### src/rtl/spike_pool_scanner_pkg.sv
// Shared types and defaults for the pooling scanner: FSM state encoding,
// pooled-event layout and default LIF parameters.
package spike_pool_scanner_pkg;

  localparam int          DEFAULT_THRESHOLD   = 64;
  localparam int unsigned DEFAULT_DECAY_SHIFT = 2;

  typedef enum logic [2:0] {
    StIdle,
    StRead,
    StDrain,
    StEmit,
    StDone
  } pool_state_t;

  // Event layout at the default 4-channel / 8-bit-coordinate configuration.
  localparam int unsigned EvChannels  = 4;
  localparam int unsigned EvCoordBits = 8;

  typedef struct packed {
    logic [EvChannels-1:0]  mask;
    logic [EvCoordBits-1:0] y;
    logic [EvCoordBits-1:0] x;
  } pool_event_t;

endpackage

### src/rtl/spike_pool_scanner_if.sv
// Feature-map BRAM port and output-FIFO push port of the pooling scanner.
// master = scanner side, slave = memory/FIFO side.
interface spike_pool_scanner_if #(
  parameter int unsigned COORD_BITS       = 8,
  parameter int unsigned CHANNELS         = 4,
  parameter int unsigned BITS_PER_CHANNEL = 8
);
  localparam int unsigned DataW = CHANNELS * BITS_PER_CHANNEL;
  localparam int unsigned OutW  = CHANNELS + 2 * COORD_BITS;

  logic                  rd_en;
  logic [COORD_BITS-1:0] rd_x;
  logic [COORD_BITS-1:0] rd_y;
  logic [DataW-1:0]      rd_data;
  logic                  wr_en;
  logic [COORD_BITS-1:0] wr_x;
  logic [COORD_BITS-1:0] wr_y;
  logic [DataW-1:0]      wr_data;
  logic                  out_full;
  logic                  out_valid;
  logic [OutW-1:0]       out_data;

  modport master (
    output rd_en, rd_x, rd_y, wr_en, wr_x, wr_y, wr_data, out_valid, out_data,
    input  rd_data, out_full
  );

  modport slave (
    input  rd_en, rd_x, rd_y, wr_en, wr_x, wr_y, wr_data, out_valid, out_data,
    output rd_data, out_full
  );

endinterface

### src/rtl/spike_pool_scanner_lif_channel_update.sv
// Combinational leak-and-fire update of one signed membrane channel.
module lif_channel_update
  import spike_pool_scanner_pkg::*;
#(
  parameter int unsigned BITS_PER_CHANNEL = 8,
  parameter int          THRESHOLD        = DEFAULT_THRESHOLD,
  parameter int unsigned DECAY_SHIFT      = DEFAULT_DECAY_SHIFT
) (
  input  logic signed [BITS_PER_CHANNEL-1:0] v,
  output logic signed [BITS_PER_CHANNEL-1:0] new_v,
  output logic                               spike
);

  localparam logic signed [BITS_PER_CHANNEL-1:0] Thr = BITS_PER_CHANNEL'(THRESHOLD);

  logic signed [BITS_PER_CHANNEL-1:0] leaked;

  // v - (v >>> k) moves v toward zero by at most |v|, so it cannot overflow.
  always_comb begin
    leaked = v - (v >>> DECAY_SHIFT);
    spike  = (leaked >= Thr);
    new_v  = spike ? '0 : leaked;
  end

endmodule

### src/rtl/spike_pool_scanner.sv
// Raster-scans the feature map in 2x2 windows, applies LIF to every pixel with
// read/writeback, and pushes one OR-ed spike-mask event per window that fired.
module spike_pool_scanner
  import spike_pool_scanner_pkg::*;
#(
  parameter int unsigned COORD_BITS       = 8,
  parameter int unsigned IMG_WIDTH        = 32,
  parameter int unsigned IMG_HEIGHT       = 32,
  parameter int unsigned CHANNELS         = 4,
  parameter int unsigned BITS_PER_CHANNEL = 8,
  parameter int          THRESHOLD        = DEFAULT_THRESHOLD,
  parameter int unsigned DECAY_SHIFT      = DEFAULT_DECAY_SHIFT
) (
  input  logic                        clk,
  input  logic                        reset,
  input  logic                        enable,
  input  logic                        start,
  output logic                        ready,
  output logic                        active,
  output logic                        done,
  spike_pool_scanner_if.master        bus
);

  localparam int unsigned DataW = CHANNELS * BITS_PER_CHANNEL;
  localparam int unsigned WinX  = IMG_WIDTH / 2;
  localparam int unsigned WinY  = IMG_HEIGHT / 2;

  if ((IMG_WIDTH % 2) != 0) begin : gen_bad_width
    $error("IMG_WIDTH must be even");
  end
  if ((IMG_HEIGHT % 2) != 0) begin : gen_bad_height
    $error("IMG_HEIGHT must be even");
  end

  pool_state_t           state_q, state_d;
  logic [COORD_BITS-1:0] wx_q, wx_d, wy_q, wy_d;
  logic [COORD_BITS-1:0] last_x_q, last_y_q;
  logic [1:0]            phase_q, phase_d;
  logic [CHANNELS-1:0]   mask_q, mask_d, spikes;
  logic                  start_pend_q, start_pend_d;
  logic                  hold_q, hold_d;
  logic [COORD_BITS-1:0] px, py;
  logic [DataW-1:0]      new_v;
  logic                  rd_en, wr_en, push, last_win;

  for (genvar c = 0; c < CHANNELS; c++) begin : gen_lif
    lif_channel_update #(
      .BITS_PER_CHANNEL(BITS_PER_CHANNEL),
      .THRESHOLD       (THRESHOLD),
      .DECAY_SHIFT     (DECAY_SHIFT)
    ) u_lif (
      .v    (bus.rd_data[c*BITS_PER_CHANNEL +: BITS_PER_CHANNEL]),
      .new_v(new_v[c*BITS_PER_CHANNEL +: BITS_PER_CHANNEL]),
      .spike(spikes[c])
    );
  end

  assign px       = COORD_BITS'({wx_q, phase_q[0]});
  assign py       = COORD_BITS'({wy_q, phase_q[1]});
  assign last_win = (wx_q == COORD_BITS'(WinX - 1)) && (wy_q == COORD_BITS'(WinY - 1));

  always_comb begin
    state_d      = state_q;
    wx_d         = wx_q;
    wy_d         = wy_q;
    phase_d      = phase_q;
    start_pend_d = start_pend_q;
    hold_d       = hold_q;
    ready        = 1'b0;
    done         = 1'b0;
    rd_en        = 1'b0;
    push         = 1'b0;
    // Writeback trails each read by one cycle, onto the address read last cycle.
    wr_en        = ((state_q == StRead) && (phase_q != 2'd0)) || (state_q == StDrain);

    unique case (state_q)
      StIdle: begin
        ready = 1'b1;
        if (start_pend_q && enable) begin
          state_d      = StRead;
          wx_d         = '0;
          wy_d         = '0;
          phase_d      = 2'd0;
          start_pend_d = 1'b0;
        end else if (start) begin
          start_pend_d = 1'b1;
        end
      end
      StRead: begin
        rd_en   = 1'b1;
        phase_d = phase_q + 2'd1;
        if (phase_q == 2'd3) state_d = StDrain;
      end
      StDrain: begin
        state_d = StEmit;
        hold_d  = 1'b0;
      end
      StEmit: begin
        if (hold_q) begin
          // Window already emitted and advanced; only waiting for enable.
          if (enable) begin
            state_d = StRead;
            hold_d  = 1'b0;
          end
        end else if ((mask_q == '0) || !bus.out_full) begin
          push = (mask_q != '0);
          if (last_win) begin
            state_d = StDone;
            wx_d    = '0;
            wy_d    = '0;
          end else begin
            if (wx_q == COORD_BITS'(WinX - 1)) begin
              wx_d = '0;
              wy_d = wy_q + 1'b1;
            end else begin
              wx_d = wx_q + 1'b1;
            end
            if (enable) state_d = StRead;
            else        hold_d  = 1'b1;
          end
        end
      end
      StDone: begin
        done    = 1'b1;
        state_d = StIdle;
      end
      default: state_d = StIdle;
    endcase

    if ((state_q == StRead) && (phase_q == 2'd0)) mask_d = '0;
    else if (wr_en)                                mask_d = mask_q | spikes;
    else                                           mask_d = mask_q;
  end

  assign active        = (state_q != StIdle);
  assign bus.rd_en     = rd_en;
  assign bus.rd_x      = rd_en ? px : '0;
  assign bus.rd_y      = rd_en ? py : '0;
  assign bus.wr_en     = wr_en;
  assign bus.wr_x      = wr_en ? last_x_q : '0;
  assign bus.wr_y      = wr_en ? last_y_q : '0;
  assign bus.wr_data   = wr_en ? new_v : '0;
  assign bus.out_valid = push;
  assign bus.out_data  = push ? {mask_q, wy_q, wx_q} : '0;

  always_ff @(posedge clk) begin
    if (reset) begin
      state_q      <= StIdle;
      wx_q         <= '0;
      wy_q         <= '0;
      phase_q      <= 2'd0;
      mask_q       <= '0;
      start_pend_q <= 1'b0;
      hold_q       <= 1'b0;
      last_x_q     <= '0;
      last_y_q     <= '0;
    end else begin
      state_q      <= state_d;
      wx_q         <= wx_d;
      wy_q         <= wy_d;
      phase_q      <= phase_d;
      mask_q       <= mask_d;
      start_pend_q <= start_pend_d;
      hold_q       <= hold_d;
      last_x_q     <= px;
      last_y_q     <= py;
    end
  end

endmodule

### src/flat_wrapper.sv
// flat-port wrapper written by rule: the top's interface ports become plain ports
module spike_pool_scanner_flat import spike_pool_scanner_pkg::*;
#(
  parameter int unsigned COORD_BITS       = 8,
  parameter int unsigned IMG_WIDTH        = 32,
  parameter int unsigned IMG_HEIGHT       = 32,
  parameter int unsigned CHANNELS         = 4,
  parameter int unsigned BITS_PER_CHANNEL = 8,
  parameter int          THRESHOLD        = DEFAULT_THRESHOLD,
  parameter int unsigned DECAY_SHIFT      = DEFAULT_DECAY_SHIFT
)
  (clk, reset, enable, start, ready, active, done, bus_rd_en, bus_rd_x, bus_rd_y, bus_wr_en, bus_wr_x, bus_wr_y, bus_wr_data, bus_out_valid, bus_out_data, bus_rd_data, bus_out_full);
  spike_pool_scanner_if #(.COORD_BITS(COORD_BITS), .CHANNELS(CHANNELS), .BITS_PER_CHANNEL(BITS_PER_CHANNEL)) bus_i ();
  input  logic clk;
  input  logic reset;
  input  logic enable;
  input  logic start;
  output logic ready;
  output logic active;
  output logic done;
  output wire logic [$bits(bus_i.rd_en)-1:0] bus_rd_en;
  output wire logic [$bits(bus_i.rd_x)-1:0] bus_rd_x;
  output wire logic [$bits(bus_i.rd_y)-1:0] bus_rd_y;
  output wire logic [$bits(bus_i.wr_en)-1:0] bus_wr_en;
  output wire logic [$bits(bus_i.wr_x)-1:0] bus_wr_x;
  output wire logic [$bits(bus_i.wr_y)-1:0] bus_wr_y;
  output wire logic [$bits(bus_i.wr_data)-1:0] bus_wr_data;
  output wire logic [$bits(bus_i.out_valid)-1:0] bus_out_valid;
  output wire logic [$bits(bus_i.out_data)-1:0] bus_out_data;
  input wire logic [$bits(bus_i.rd_data)-1:0] bus_rd_data;
  input wire logic [$bits(bus_i.out_full)-1:0] bus_out_full;
  assign bus_rd_en = bus_i.rd_en;
  assign bus_rd_x = bus_i.rd_x;
  assign bus_rd_y = bus_i.rd_y;
  assign bus_wr_en = bus_i.wr_en;
  assign bus_wr_x = bus_i.wr_x;
  assign bus_wr_y = bus_i.wr_y;
  assign bus_wr_data = bus_i.wr_data;
  assign bus_out_valid = bus_i.out_valid;
  assign bus_out_data = bus_i.out_data;
  assign bus_i.rd_data = bus_rd_data;
  assign bus_i.out_full = bus_out_full;
  spike_pool_scanner #(.COORD_BITS(COORD_BITS), .IMG_WIDTH(IMG_WIDTH), .IMG_HEIGHT(IMG_HEIGHT), .CHANNELS(CHANNELS), .BITS_PER_CHANNEL(BITS_PER_CHANNEL), .THRESHOLD(THRESHOLD), .DECAY_SHIFT(DECAY_SHIFT)) u_core (.clk(clk), .reset(reset), .enable(enable), .start(start), .ready(ready), .active(active), .done(done), .bus(bus_i));
endmodule
### config.mk
export PLATFORM = sky130hd
export DESIGN_NAME = spike_pool_scanner_flat
export DESIGN_NICKNAME = d
export VERILOG_FILES = /design/src/rtl/spike_pool_scanner_pkg.sv /design/src/rtl/spike_pool_scanner_if.sv /design/src/rtl/spike_pool_scanner_lif_channel_update.sv /design/src/rtl/spike_pool_scanner.sv /design/src/flat_wrapper.sv
export SDC_FILE = /design/constraint.sdc
export NUM_CORES = 1
export LEC_CHECK = 0
export ABC_AREA = 1
export CELL_PAD_IN_SITES_DETAIL_PLACEMENT = 1
export CELL_PAD_IN_SITES_GLOBAL_PLACEMENT = 2
export CORE_UTILIZATION = 21
export CTS_CLUSTER_DIAMETER = 60
export CTS_CLUSTER_SIZE = 20
export DETAILED_ROUTE_END_ITERATION = 12
export HOLD_SLACK_MARGIN = 0.02
export PLACE_DENSITY = 0.76
export RECOVER_POWER = 50
export SLEW_MARGIN = 20
export SYNTH_ARGS = -nofsm -noshare
export SYNTH_HDL_FRONTEND = slang
export SYNTH_SLANG_ARGS = --single-unit
export TNS_END_PERCENT = 50
### constraint.sdc
create_clock -name clk -period 2.1 [get_ports clk]
set_input_delay 0.42 -clock clk [delete_from_list [all_inputs] [get_ports clk]]
set_output_delay 0.42 -clock clk [all_outputs]
set_load 0.03 [all_outputs]
==> impl_metrics.py, run 1 <==
metrics = {
    "place": {
        "place_inst": 1021,
        "port-buffer-count": 126,
        "gp_congestion": 0.8417,
        "dp_hpwl_um": 11370,
    },
    "logic_synthesis": {
        "ys_seq_elements": 43,
        "netlist_instances": 617,
        "ys.flop_type": "dfxtp_1",
        "syn_nets": 690,
        "async_flop_share_pct": 0,
        "yosys_warnings": 0,
        "synth_area_per_cell_um2": 5.980,
        "yosysSeqAreaShare_pct": 23.33,
        "synth_edf_count": 0,
        "post_synth_num_cell_types": 31,
        "syn_area_um2": 3690,
    },
    "floorplanning": {
        "start_util_pct": 21.41,
        "design.core.area_um2": 17240,
        "rows": 48,
        "die_w_um": 134.6,
        "die_area_um2": 18110,
        "io_pins": 127,
        "die_h_um": 134.6,
    },
    "cts": {
        "cts_made_buffers": 5,
        "root_buffer": "clkbuf_16",
        "insertion_delay_ns": 0.28,
        "clock_sinks": 43,
        "cts_hold_buf": 0,
        "htree_levels": 2,
        "cts_tree": "done",
        "clk_pin_slew_worst_paths_ns": 0.06,
        "clk_path_buf_depth": 2,
    },
    "sta": {
        "rsz0062_at_grt": "true",
        "period_minus_slack_ns": 2.280,
        "finalHoldViolations": 0,
        "timing.fmax_ghz": 0.4386,
        "max_slew_margin_pct": 61.44,
        "finClkSkew_ns": 0.004828,
        "post-route-period-util_pct": 108.6,
        "tightest_slew_ns": 0.5784,
        "final.setup.tns_ns": -3.956,
        "drv_slew": 0,
        "setup_viol_count_final": 45,
        "setup_ws_ns": -0.1799,
        "timing.hold.ws_ns": 0.4736,
    },
    "setup_path": {
        "cp.required_ns": 1.68,
        "slowest_delay_ns": 0.35,
        "path_cells": "buf_8 -> ha_4 -> fa_2 -> inv_2 -> nand2_2 -> nand4_1 -> nand2_2 -> nand2_4 -> nand2_4 -> nor2_4 -> buf_6",
        "worstPathArrival_ns": 1.86,
        "start_kind": "input pin",
        "slowest_stage": "fa_2",
        "end_kind": "output port",
        "critPathMaxFanout": 5,
        "critical_path_class": "in -> out",
    },
    "grt": {
        "grt_pass1_vias": 5034,
        "grt_util_all_layers_pct": 16.19,
        "grt_overflow": 0,
        "grt_pass1_wl_um": 23940,
        "grt_max_degree": 25,
        "antenna_found_initial": 0,
    },
    "routing": {
        "drtIter0Drc": 95,
        "vias": 4712,
        "drt-pass1-iter-count": 4,
        "finalWirelength_um": 15580,
        "vias_per_cell": 4.462,
        "ant_nets": 0,
        "drc": 0,
        "route.detailed.wl_per_inst_um": 14.75,
    },
    "pwr": {
        "switchingPower_mw": 2.283,
        "p_seq_share_pct": 19.3,
        "vdd_drop_max_mv": 0.5974,
        "p_int_mw": 2.806,
        "swShare_pct": 44.86,
        "power.density_nw_per_um2": 707.4,
        "combPwrFrac_pct": 64.3,
        "p_leak_nw": 3.255,
        "clkPwrFrac_pct": 16.4,
    },
    "outcome": {
        "violations": "negative setup slack",
        "status": "finished, violations left",
    },
    "finish": {
        "final_common_cell": "buf_4",
        "final_cell_mix": "106 x buf_4, 85 x inv_1, 81 x nand2_1",
        "final_nets": 903,
        "instances_no_fill": 1056,
        "fillCellCount": 2066,
        "diodes": 0,
        "drive_gt1_share_pct": 50.06,
        "post-route-util_pct": 41.74,
        "syn2layout_area_growth_pct": 94.98,
    },
    "job": {
        "maxCapViolCount": 0,
    },
    "worst_hold_path": {
        "hold_path.class": "reg -> reg",
    },
}
-- critical path, delay by kind of cell --
kind,cells,cell delay [ns]
adders and majority gates,2,0.51
buffers and inverters,3,0.30
and+or+nand+nor,6,0.62
-- final timing paths --
path	cells after the start	to	startpoint	slack (ns)
min	2	u_core.start_pend_q	u_core.start_pend_q	0.47
max reg2reg	9	u_core.wy_q[7]	u_core.wx_q[0]	0.27
max	11	bus_wr_data[17]	bus_rd_data[18]	-0.18
min reg2reg	2	u_core.start_pend_q	u_core.start_pend_q	0.47
-- power groups by stage --
stage                     clock network, mW  logic [mW]  registers [mW]
after floorplan                           0        1.51           0.965
after global placement                    0        2.41           0.977
after detailed placement                  0        2.46           0.985
after CTS                             0.853        2.84           0.967
after global routing                  0.888        3.51           0.990
final                                 0.836        3.27           0.980
-- metal layers --
layer,share of wire (%),wire (um),track usage [%],vias up
met5,0,0,0,-
met4,1.0,161,3.121,0
met3,2.5,386,0.8258,10
met2,55,8546,32.01,88
met1,42,6481,19.12,2276
li1,-,-,-,2338
-- registers in the layout (all words and copies together) (netlist names) --
name and flops:
u_core.wy_q 8, u_core.mask_q 4, u_core.state_q 3, u_core.last_y_q 8, u_core.wx_q 8, u_core.last_x_q 8, u_core.hold_q 1, u_core.phase_q 2
u_core.start_pend_q 1
-- repair_timing --
item / CTS / global route
pin swaps: 72 / 47
resized for setup: 312 / 111
setup buffers: 10 / 15
endpoints found under the setup margin: 72 / 70
cloned: 0 / 2
-- metrics by stage --
step / power [mW] / instance area [um2] / worst slack [ns]
after global routing: 5.385 / 7194 / -0.2442
after global placement: 3.386 / 5793 / -0.6980
after floorplan: 2.470 / 3875 / -0.1216
final: 5.089 / 7194 / -0.1799
after CTS: 4.663 / 6719 / -0.1769
after detailed placement: 3.443 / 5793 / -0.7694
-- cell families (layout without fill, tap and decap cells) --
family / count (synthesis) / in the layout / synth area share (%)
compound gates: 59 / 59 / 9.088
simple gates: 327 / 327 / 36.69
buf+inv: 138 / 352 / 14.55
fa+ha+maj: 36 / 36 / 13.02
xor+xnor: 14 / 14 / 3.323
flops: 43 / 43 / 23.33
-- Yosys cell counts (all sizes together) (3+ instances only) --
| cell | number | area, um2 |
|---|---|---|
| a21boi | 3 | 22.52 |
| nand3 | 54 | 270.3 |
| nor2 | 125 | 484.2 |
| a21oi | 32 | 160.2 |
| a21o | 3 | 22.52 |
| inv | 125 | 471.7 |
| xor2 | 6 | 52.55 |
| nand4 | 8 | 50.05 |
| o21ai | 12 | 67.56 |
| o211ai | 3 | 22.52 |
| clkbuf | 7 | 26.28 |
| a31oi | 4 | 25.02 |
| xnor2 | 8 | 70.07 |
| dfxtp | 43 | 860.8 |
| nand2 | 130 | 495.5 |
| nor3 | 8 | 40.04 |
| buf | 6 | 38.79 |
| ha | 32 | 400.4 |
| fa | 4 | 80.08 |
-- final cells by class --
type,count,area [um2],area share [%]
tap,225,281.5,3.913
multi-input combinational,436,3323,46.19
inverter,125,481.7,6.696
clock buffer,7,152.6,2.122
timing repair buffer,219,2076,28.85
clock inverter,1,7.507,0.1043
sequential,43,872.1,12.12
Note: power is estimated with default switching activity, not from simulation.
==> run 2: changes to the inputs <==
--- a/config.mk
+++ b/config.mk
@@ -8,8 +8,7 @@
 export ABC_AREA = 1
 export CELL_PAD_IN_SITES_DETAIL_PLACEMENT = 1
 export CELL_PAD_IN_SITES_GLOBAL_PLACEMENT = 2
-export CORE_UTILIZATION = 21
-export CTS_CLUSTER_DIAMETER = 60
+export CORE_UTILIZATION = 22
 export CTS_CLUSTER_SIZE = 20
 export DETAILED_ROUTE_END_ITERATION = 12
 export HOLD_SLACK_MARGIN = 0.02
@@ -18,5 +17,6 @@
 export SLEW_MARGIN = 20
 export SYNTH_ARGS = -nofsm -noshare
 export SYNTH_HDL_FRONTEND = slang
+export SYNTH_HIERARCHICAL = 1
 export SYNTH_SLANG_ARGS = --single-unit
 export TNS_END_PERCENT = 50
==> run 2 against run 1 <==
Effect of this change:
- the run still ends with negative setup slack left
- first-iteration DRC count grew 34%
- routed wire length grew 4.1%
- synthesized cell count grew 22%
- sequential share of layout area shrank 1.0 points
- area after synthesis grew 19%
- clock skew grew 0.00085 ns
- setup slack lost 0.017 ns
- global-route usage shrank 0.58 points
- clock-buffer cell count shrank 1
- critical endpoint is now bus_wr_data[25]
- largest power group unchanged
==> impl_metrics.py, run 2 <==
metrics = {
    "cts": {
        "htree_levels": 2,
        "cts_tree": "done",
        "clk_path_buf_depth": 2,
        "clk_pin_slew_worst_paths_ns": 0.06,
        "root_buffer": "clkbuf_16",
        "insertion_delay_ns": 0.28,
        "cts_hold_buf": 0,
        "cts_made_buffers": 5,
        "clock_sinks": 43,
    },
    "outcome": {
        "status": "finished, violations left",
        "violations": "negative setup slack",
    },
    "logic_synthesis": {
        "ys.flop_type": "dfxtp_1",
        "yosysSeqAreaShare_pct": 19.57,
        "yosys_warnings": 6,
        "synth_top_area_share_pct": 19.57,
        "synth_edf_count": 0,
        "ys_seq_elements": 43,
        "syn_area_um2": 4399,
        "synth.largest_area_cell": "dfxtp_1",
        "netlist_instances": 753,
        "async_flop_share_pct": 0,
        "ys_top_cells_by_area": "dfxtp_1 20%, inv_1 16%, nand2_1 15%",
        "syn_nets": 826,
        "synth_area_per_cell_um2": 5.842,
        "post_synth_num_cell_types": 35,
        "synthTopCellsByCount": "192 x inv_1, 170 x nand2_1, 129 x nor2_1, 43 x dfxtp_1, 32 x ha_1",
        "synth_most_common_cell": "inv_1",
    },
    "setup_path": {
        "critPathMaxFanout": 7,
        "worstPathArrival_ns": 1.88,
        "r2r-start": "u_core/state_q[1]",
        "slowest_stage": "fa_2",
        "cp_num_buf_inv": 5,
        "critical_path_class": "in -> out",
        "end_kind": "output port",
        "r2r_slack_ns": 0,
        "slowest_delay_ns": 0.36,
        "path_cells": "buf_8 -> ha_4 -> fa_2 -> inv_2 -> nand2_2 -> nand2_2 -> nand3_2 -> nand3_2 -> nand3_4 -> nand2_2 -> inv_2 -> inv_2 -> nor2_4 -> buf_6",
        "cp_top_family": "simple AND/OR/NAND/NOR gates",
        "timing.rr.end": "u_core/wy_q[7]",
        "start_kind": "input pin",
        "cp.required_ns": 1.68,
        "reg2reg_depth": 11,
    },
    "place": {
        "dp_hpwl_um": 11940,
        "gp_congestion": 0.7839,
        "place_inst": 1191,
        "port-buffer-count": 126,
    },
    "finish": {
        "diodes": 0,
        "final_nets": 1033,
        "syn2layout_area_growth_pct": 79.01,
        "instances_no_fill": 1225,
        "final_common_cell": "nand2_1",
        "post-route-util_pct": 40.33,
        "drive_gt1_share_pct": 53.75,
        "final_cell_mix": "118 x nand2_1, 106 x inv_1, 100 x buf_4",
    },
    "floorplanning": {
        "die_w_um": 143.4,
        "rows": 51,
        "die_h_um": 143.4,
        "design.core.area_um2": 19530,
        "start_util_pct": 22.53,
        "die_area_um2": 20570,
        "io_pins": 127,
    },
    "pwr": {
        "power.density_nw_per_um2": 437.3,
        "finalPower_mw": 3.443,
        "vdd_drop_max_mv": 0.3041,
        "p_leak_nw": 3.615,
    },
    "sta": {
        "period_minus_slack_ns": 2.297,
        "tightest_slew_ns": 1.044,
        "setup_viol_count_final": 34,
        "max_slew_margin_pct": 30.40,
        "timing.hold.ws_ns": 0.4784,
        "drv_slew": 0,
        "rsz0062_at_grt": "true",
        "setup_ws_ns": -0.1970,
        "final.setup.tns_ns": -4.718,
        "timing.fmax_ghz": 0.4354,
        "post-route-period-util_pct": 109.4,
        "finClkSkew_ns": 0.005678,
        "finalHoldViolations": 0,
    },
    "worst_hold_path": {
        "hp-start": "u_core/mask_q[0]",
        "holdPathEnd": "u_core/mask_q[0]",
        "hold_path.class": "reg -> reg",
        "min_path_cells": 2,
    },
    "routing": {
        "drc": 0,
        "vias": 5044,
        "finalWirelength_um": 16210,
        "route.detailed.wl_per_inst_um": 13.23,
        "drtIter0Drc": 127,
        "drt-pass1-iter-count": 4,
        "ant_nets": 0,
        "vias_per_cell": 4.118,
    },
    "grt": {
        "grt_max_degree": 22,
        "grt_pass1_wl_um": 25810,
        "grt_pass1_vias": 5101,
        "grt_util_all_layers_pct": 15.62,
        "antenna_found_initial": 0,
        "grt_overflow": 0,
    },
    "job": {
        "maxCapViolCount": 0,
    },
}
-- run 2: per-stage QoR --
stage	instance area [um2]	setup WS [ns]
2_1_floorplan	4587	-0.04050
3_3_place_gp	6374	-0.7200
3_5_place_dp	6374	-0.7459
4_1_cts	7483	-0.2453
5_1_grt	7875	-0.2816
6_report	7875	-0.1970
-- run 2: kinds of logic (layout without fill, tap and decap cells) --
| kind of cell | after synthesis | count (layout) | synth area share [%] |
|---|---|---|---|
| AOI/OAI and AO/OA | 50 | 50 | 6.598 |
| and+or+nand+nor | 398 | 398 | 41.27 |
| adders and majority gates | 36 | 36 | 10.92 |
| DFF | 43 | 43 | 19.57 |
| buffers and inverters | 212 | 419 | 18.86 |
| xor gates and xnor gates | 14 | 14 | 2.787 |
-- run 2: worst max path at each step --
stage | startpoint | endpoint | slack [ns] | depth (start not counted)
6_report | bus_rd_data[26] | bus_wr_data[25] | -0.20 | 14
4_1_cts | bus_rd_data[10] | bus_wr_data[8] | -0.25 | 14
3_5_place_dp | bus_rd_data[0] | bus_wr_data[5] | -0.75 | 15
2_1_floorplan | bus_rd_data[16] | bus_wr_data[22] | -0.04 | 12
3_3_place_gp | bus_rd_data[24] | bus_wr_data[29] | -0.72 | 15
5_1_grt | bus_rd_data[24] | bus_wr_data[25] | -0.28 | 15
-- run 2: report_power, final --
group          internal (mW)  switching (mW)  total (mW)  leakage [nW]
Sequential             0.836          0.0165       0.853         0.350
Clock                  0.556           0.320       0.876        0.0769
Combinational          0.747           0.968        1.71          3.19
Total                   2.14            1.30        3.44          3.62
-- run 2: layout make-up --
cell class,count,area [um2]
Multi-Input combinational cell,498,3795
Tap cell,265,331.6
Timing Repair Buffer,213,1954
Fill cell,2445,11650
Sequential cell,43,872.1
Clock inverter,1,30.03
Inverter,199,763.2
Clock buffer,6,128.9
-- run 2: what timing repair did --
item | 4_1_cts | 5_1_grt
cloned | 2 | 2
buffers inserted | 16 | 7
gates resized for setup | 358 | 131
setup endpoints to repair | 75 | 61
pin swaps | 107 | 54
-- run 2: metal layers --
| layer | GRT usage, % | vias up | share of wire (%) |
|---|---|---|---|
| met4 | 1.680 | 0 | 0.38 |
| met5 | 0 | - | 0 |
| li1 | - | 2629 | - |
| met1 | 20.32 | 2354 | 46 |
| met2 | 28.87 | 57 | 52 |
| met3 | 0.9330 | 4 | 1.7 |
-- run 2: worst min-delay path: cells and delay by family (launching register included) --
family                 cells  cell delay [ns]
buffers and inverters      1             0.06
DFF                        1             0.31
AOI/OAI and AO/OA          1             0.06
==> run 3: changes to the inputs <==
--- a/config.mk
+++ b/config.mk
@@ -6,6 +6,7 @@
 export NUM_CORES = 1
 export LEC_CHECK = 0
 export ABC_AREA = 1
+export CAP_MARGIN = 25
 export CELL_PAD_IN_SITES_DETAIL_PLACEMENT = 1
 export CELL_PAD_IN_SITES_GLOBAL_PLACEMENT = 2
 export CORE_UTILIZATION = 22
==> results of run 3 <==
No change in the layout: final DEF, timing and power equal those of run 2.
